### config.mk
export PLATFORM = sky130hd
export DESIGN_NAME = dot_accum_requant
export DESIGN_NICKNAME = d
export VERILOG_FILES = /design/src/rtl/mha_pkg.sv /design/src/rtl/acc_requant.sv /design/src/rtl/dot_accum_requant.sv
export SDC_FILE = /design/constraint.sdc
export NUM_CORES = 1
export LEC_CHECK = 0
export CAP_MARGIN = 15
export CORE_AREA = 2 2 130 132
export DETAILED_ROUTE_END_ITERATION = 10
export DIE_AREA = 0 0 132 134
export HOLD_SLACK_MARGIN = 0.02
export PLACE_DENSITY = 0.59
export SLEW_MARGIN = 10
export SYNTH_ARGS = -nofsm -noshare
export SYNTH_HDL_FRONTEND = slang
export SYNTH_HIERARCHICAL = 1
export SYNTH_SLANG_ARGS = --single-unit
### constraint.sdc
create_clock -name I_CLK -period 3 [get_ports I_CLK]
set_clock_uncertainty 0.1 [all_clocks]
set_input_delay 0.45 -clock I_CLK [delete_from_list [all_inputs] [get_ports I_CLK]]
set_output_delay 0.45 -clock I_CLK [all_outputs]
set_load 0.05 [all_outputs]
### src/rtl/mha_pkg.sv
// mha_pkg: shared state encoding, default widths and clog2 for the MHA dot-product stage.
package mha_pkg;

    typedef enum logic [1:0] {
        S_ACC = 2'd0,
        S_REQ = 2'd1,
        S_OUT = 2'd2
    } state_t;

    localparam int IN_W_DEF  = 30;
    localparam int OUT_W_DEF = 16;

    function automatic int clog2(input int v);
        int r;
        r = 0;
        while ((1 << r) < v) r++;
        return r;
    endfunction

endpackage

### src/rtl/acc_requant.sv
// acc_requant: combinational right shift plus saturation of a dot-product sum.
// Macro ACC_ROUND_EN adds round-half-up before the shift.
module acc_requant #(
    parameter int ACC_W = 32,
    parameter int OUT_W = 16
) (
    input  logic [ACC_W-1:0] acc,
    input  logic [4:0]       shift,
    output logic             sat,
    output logic [OUT_W-1:0] data
);

    logic [ACC_W:0] sum;
    logic [ACC_W:0] r;

`ifdef ACC_ROUND_EN
    // Extra top bit keeps the rounding carry of a full accumulator.
    assign sum = {1'b0, acc} + ((shift == 5'd0) ? '0 : ((ACC_W+1)'(1) << (shift - 5'd1)));
`else
    assign sum = {1'b0, acc};
`endif

    assign r    = sum >> shift;
    assign sat  = |r[ACC_W:OUT_W];
    assign data = sat ? '1 : r[OUT_W-1:0];

endmodule

### src/rtl/dot_accum_requant.sv
// dot_accum_requant: accumulates VEC_LEN products, requantizes, and hands off via valid/ready.
// Macro ACC_ROUND_EN (in acc_requant) selects rounding instead of truncation.
module dot_accum_requant
    import mha_pkg::*;
#(
    parameter int VEC_LEN = 4,
    parameter int IN_W    = IN_W_DEF,
    parameter int OUT_W   = OUT_W_DEF
) (
    input  logic             I_CLK,
    input  logic             I_RST_N,
    input  logic [IN_W-1:0]  I_PROD,
    input  logic             I_VALID,
    output logic             O_READY,
    input  logic [4:0]       I_SHIFT,
    output logic [OUT_W-1:0] O_DATA,
    output logic             O_VALID,
    input  logic             I_READY,
    output logic             O_SAT
);

    localparam int ACC_W = IN_W + clog2(VEC_LEN);
    localparam int CNT_W = clog2(VEC_LEN);

    state_t state, state_n;
    logic [ACC_W-1:0] acc;
    logic [CNT_W-1:0] cnt;
    logic             take, last, rq_sat;
    logic [OUT_W-1:0] rq_data;

    assign O_READY = (state == S_ACC);
    assign take    = I_VALID && O_READY;
    assign last    = (cnt == CNT_W'(VEC_LEN - 1));

    acc_requant #(.ACC_W(ACC_W), .OUT_W(OUT_W)) u_rq (
        .acc   (acc),
        .shift (I_SHIFT),
        .sat   (rq_sat),
        .data  (rq_data)
    );

    always_comb begin
        state_n = state;
        state_n = (state == S_ACC && take && last) ? S_REQ :
                  (state == S_REQ)                 ? S_OUT :
                  (state == S_OUT && I_READY)      ? S_ACC : state;
    end

    always_ff @(posedge I_CLK or negedge I_RST_N) begin
        if (!I_RST_N) begin
            state   <= S_ACC;
            acc     <= '0;
            cnt     <= '0;
            O_DATA  <= '0;
            O_VALID <= 1'b0;
            O_SAT   <= 1'b0;
        end else begin
            state <= state_n;
            if (take) begin
                acc <= acc + ACC_W'(I_PROD);
                cnt <= cnt + CNT_W'(1);
            end
            if (state == S_REQ) begin
                O_DATA  <= rq_data;
                O_SAT   <= rq_sat;
                O_VALID <= 1'b1;
            end
            // Clearing here also covers VEC_LEN that is not a power of two.
            if (state == S_OUT && I_READY) begin
                O_VALID <= 1'b0;
                acc     <= '0;
                cnt     <= '0;
            end
        end
    end

endmodule

==> results by group <==
Floorplan
  – Chip height: approximately 130 um
  – Boundary Pins: 58
  – Row count: 47
  – Die W: 132 um
  – Initial Utilization: 0.344
  – Area of the core: 0.0163 mm2
  – Die Area: between 0.015 and 0.02 mm2

Timing
  – Final setup fails: 0
  – Final Slew Violations: 0
  – Relative slew slack: 0.660
  – Fin crit share: 0.970
  – Final WS setup: 89.0 ps
  – Worst-Margin Slew: 508 ps
  – Hold Vio Cnt, Final: 0
  – Setup TNS: 0 ps
  – Fin crit period: between 2000 and 3000 ps
  – Fmax: 344 MHz
  – Worst hold slack: 23.9 ps

Clock network
  – CTS Buf Count: 5
  – CTS tree: done
  – Clock tree buffer depth: 2
  – Clk Latency, worst-skew pair: 310 ps
  – CTS clk-pin slew, worst paths: 80 ps
  – CTS H-tree depth: 2
  – Root Buffer: clkbuf_16
  – Clk sinks: between 50 and 60

Synth
  – Synth Register Bits: 54
  – Synth warn: 6
  – Syn Nets: 713
  – Compound-gate portion of the synthesized area: 0.227
  – Adder-Cell Fraction of Synth Area: 0.0728
  – Synthesized instance count: 642
  – Largest family of logic cells by synthesized area: compound AO/OA/AOI/OAI gates
  – Multiplexer area fraction after synthesis: 0.218
  – Synth top area share: 0.241
  – Synth area leaders: dfrtp_1, mux2_2, mux4_2
  – Unique cell type count in the Yosys netlist: 70
  – Cell taking the most area after synthesis: dfrtp_1
  – Mean Syn Cell Area: 8.73 um2
  – Synth Area in Simple Gates: 0.168
  – Post-synthesis sequential area ratio: 0.241
  – Number of enable flip-flop cells after synthesis: 0
  – Syn Std Cell Area: 0.00561 mm2
  – Post-synthesis xor/xnor area fraction: 0.0312
  – Synth async-reset ratio: 1.00
  – Dominant synthesized flop cell: dfrtp_1

GRT
  – Gr usage total: 0.188
  – Largest net degree at the start of global routing: 33
  – First-pass GRT wire length: between 20 and 30 mm
  – Antenna violations before repair: 0
  – Congestion Overflow GR: 0
  – Vias in the first global route: 5472

Finish
  – Layout cell share with drive strength beyond 1: 0.245
  – Post-route cell area: 0.00722 mm2
  – Non-filler instance count after layout: between 900 and 1000
  – Synth-to-Final Area Change: 28.7%
  – Final net count: 830
  – Antenna Cells: 0
  – Most common cell after layout, fill and taps aside: buf_4
  – Most frequent cells in the layout: buf_4, nand2_1, clkdlybuf4s50_1, dfrtp_1, nor2_1
  – Fin util: 0.443
  – Fillers: about 1600

Setup path
  – Crit Path Class: input pin to flip-flop
  – WP data required: about 3100 ps
  – Crit path cell chain: clkdlybuf4s50_1 > buf_4 > mux4_2 > and2_1 > a211oi_2 > o2111ai_4 > nor3_4 > buf_12 > a31oi_1 > mux2_2
  – RR Endpoint: acc[30]
  – Internal reg-to-reg setup slack: ~250 ps
  – Cell family with most CP delay: multiplexers
  – CP max-delay cell: mux4_2
  – Endpoint class of the critical path: flip-flop
  – R2R depth: 9
  – Crit-path max cell delay: 540 ps
  – CP bufs+invs: 3
  – Critical-path maximum fanout: 14
  – Critical Path AT: 3000 ps
  – Crit path launch type: input pin
  – R2r startpoint: acc[8]

Job
  – Max-Cap Viols: 0

Placed design
  – Placed Cells: 970
  – Area post-placement: 0.00697 mm2
  – DP Wirelength: approximately 13 mm
  – GPL Wtd Cong: 0.911
  – Port buffer count: 57
  – Pre-CTS setup slack: -323 ps

Route
  – Initial DRT Pass Iterations: 5
  – DR WL/cell: ~17 um
  – DRC violations left: 0
  – Antenna Nets Post-Route: 0
  – Routed vias/inst: 5.57
  – DRT iter0 DRCs: 279
  – Via count: 5459
  – Final wirelength: 16.7 mm

Power
  – Pwr Density: 238 mW/mm2
  – Lkg Pwr: 3.15 nW
  – Total power: 1.72 mW
  – VDD IR max: 0.185 mV

Outcome
  – Status: completed

Worst hold path
  – Worst hold path class: input pin to async pin
## state kept, by name (all words and copies together), names as in the netlist
name,count
O_DATA,16
O_SAT,1
O_VALID,1
acc,32
cnt,2
state,2
## metal layers
metal / vias up / part of all wire / global-route usage
li1: 2668 / - / -
met1: 2638 / 0.47 / 0.250
met2: 135 / 0.48 / 0.324
met3: 18 / 0.035 / 0.0155
met4: 0 / 0.018 / 0.0580
met5: - / 0 / 0
## area by class of cell
| type | count | area [um2] | share of cell area |
|---|---|---|---|
| clock buffers | 5 | 125 | 0.0173 |
| clock inverters | 3 | 28.8 | 0.00399 |
| inverters | 14 | 52.6 | 0.00728 |
| multi-input cells | 537 | 4090 | 0.567 |
| flip-flops and latches | 54 | 1350 | 0.187 |
| well taps | 220 | 275 | 0.0381 |
| repair buffers | 147 | 1290 | 0.179 |
## worst register-to-register path, cell delays in order, from the launching register on
cell      delay (ps)
dfrtp_1          450
ha_1             390
nand3_2          150
nor3_4           260
o31ai_4          130
a211oi_4         340
a211oi_2         120
buf_4            170
or4_1            460
nand3_1          100
## cell families (layout without fill, tap and decap cells)
logic type / count (synthesis) / count (layout)
AOI/OAI and AO/OA: 197 / 197
xor gates and xnor gates: 20 / 20
adders and majority gates: 32 / 32
buffers and inverters: 51 / 169
DFF: 54 / 54
muxes: 92 / 92
and+or+nand+nor: 196 / 196
## cell usage after synthesis (all sizes together), types with 2 or more instances
| library cell | count |
|---|---|
| a211o | 3 |
| a211oi | 17 |
| a21boi | 2 |
| a21o | 7 |
| a21oi | 45 |
| a22oi | 10 |
| a31o | 3 |
| a31oi | 13 |
| a32o | 2 |
| and2 | 6 |
| and3 | 6 |
| buf | 14 |
| clkbuf | 23 |
| dfrtp | 54 |
| ha | 31 |
| inv | 14 |
| mux2 | 42 |
| mux2i | 30 |
| mux4 | 20 |
| nand2 | 70 |
| nand2b | 3 |
| nand3 | 9 |
| nand3b | 2 |
| nand4 | 9 |
| nor2 | 54 |
| nor2b | 6 |
| nor3 | 11 |
| nor3b | 3 |
| nor4 | 4 |
| o2111ai | 2 |
| o211ai | 6 |
| o21a | 6 |
| o21ai | 56 |
| o21bai | 8 |
| o22ai | 3 |
| o311ai | 2 |
| o31ai | 3 |
| or2 | 3 |
| or3 | 2 |
| or4 | 2 |
| xnor2 | 10 |
| xor2 | 10 |
## what timing repair did
item / CTS / global route
pin swaps: 1 / 4
hold endpoints to repair: 0 / 0
hold buffers: 0 / 0
setup endpoints to repair: 1 / 25
gates resized for setup: 1 / 12
buffers inserted: 0 / 2
## power breakdown
group,leakage (nW),switching [mW],total [mW],internal (mW)
Sequential,0.739,0,0.727,0.727
Clock,0.0763,0.316,0.637,0.322
Combinational,2.34,0.178,0.352,0.174
Total,3.15,0.494,1.72,1.22
## worst max path at each step
stage | start | end | depth (start not counted)
2_1_floorplan | I_SHIFT[0] | O_DATA[12] | 10
3_3_place_gp | I_PROD[0] | acc[16] | 11
3_5_place_dp | I_PROD[0] | acc[16] | 11
4_1_cts | I_PROD[0] | acc[16] | 11
5_1_grt | I_SHIFT[0] | O_DATA[13] | 10
6_report | I_SHIFT[0] | O_DATA[12] | 10
Power figures use the tool's default switching activity.
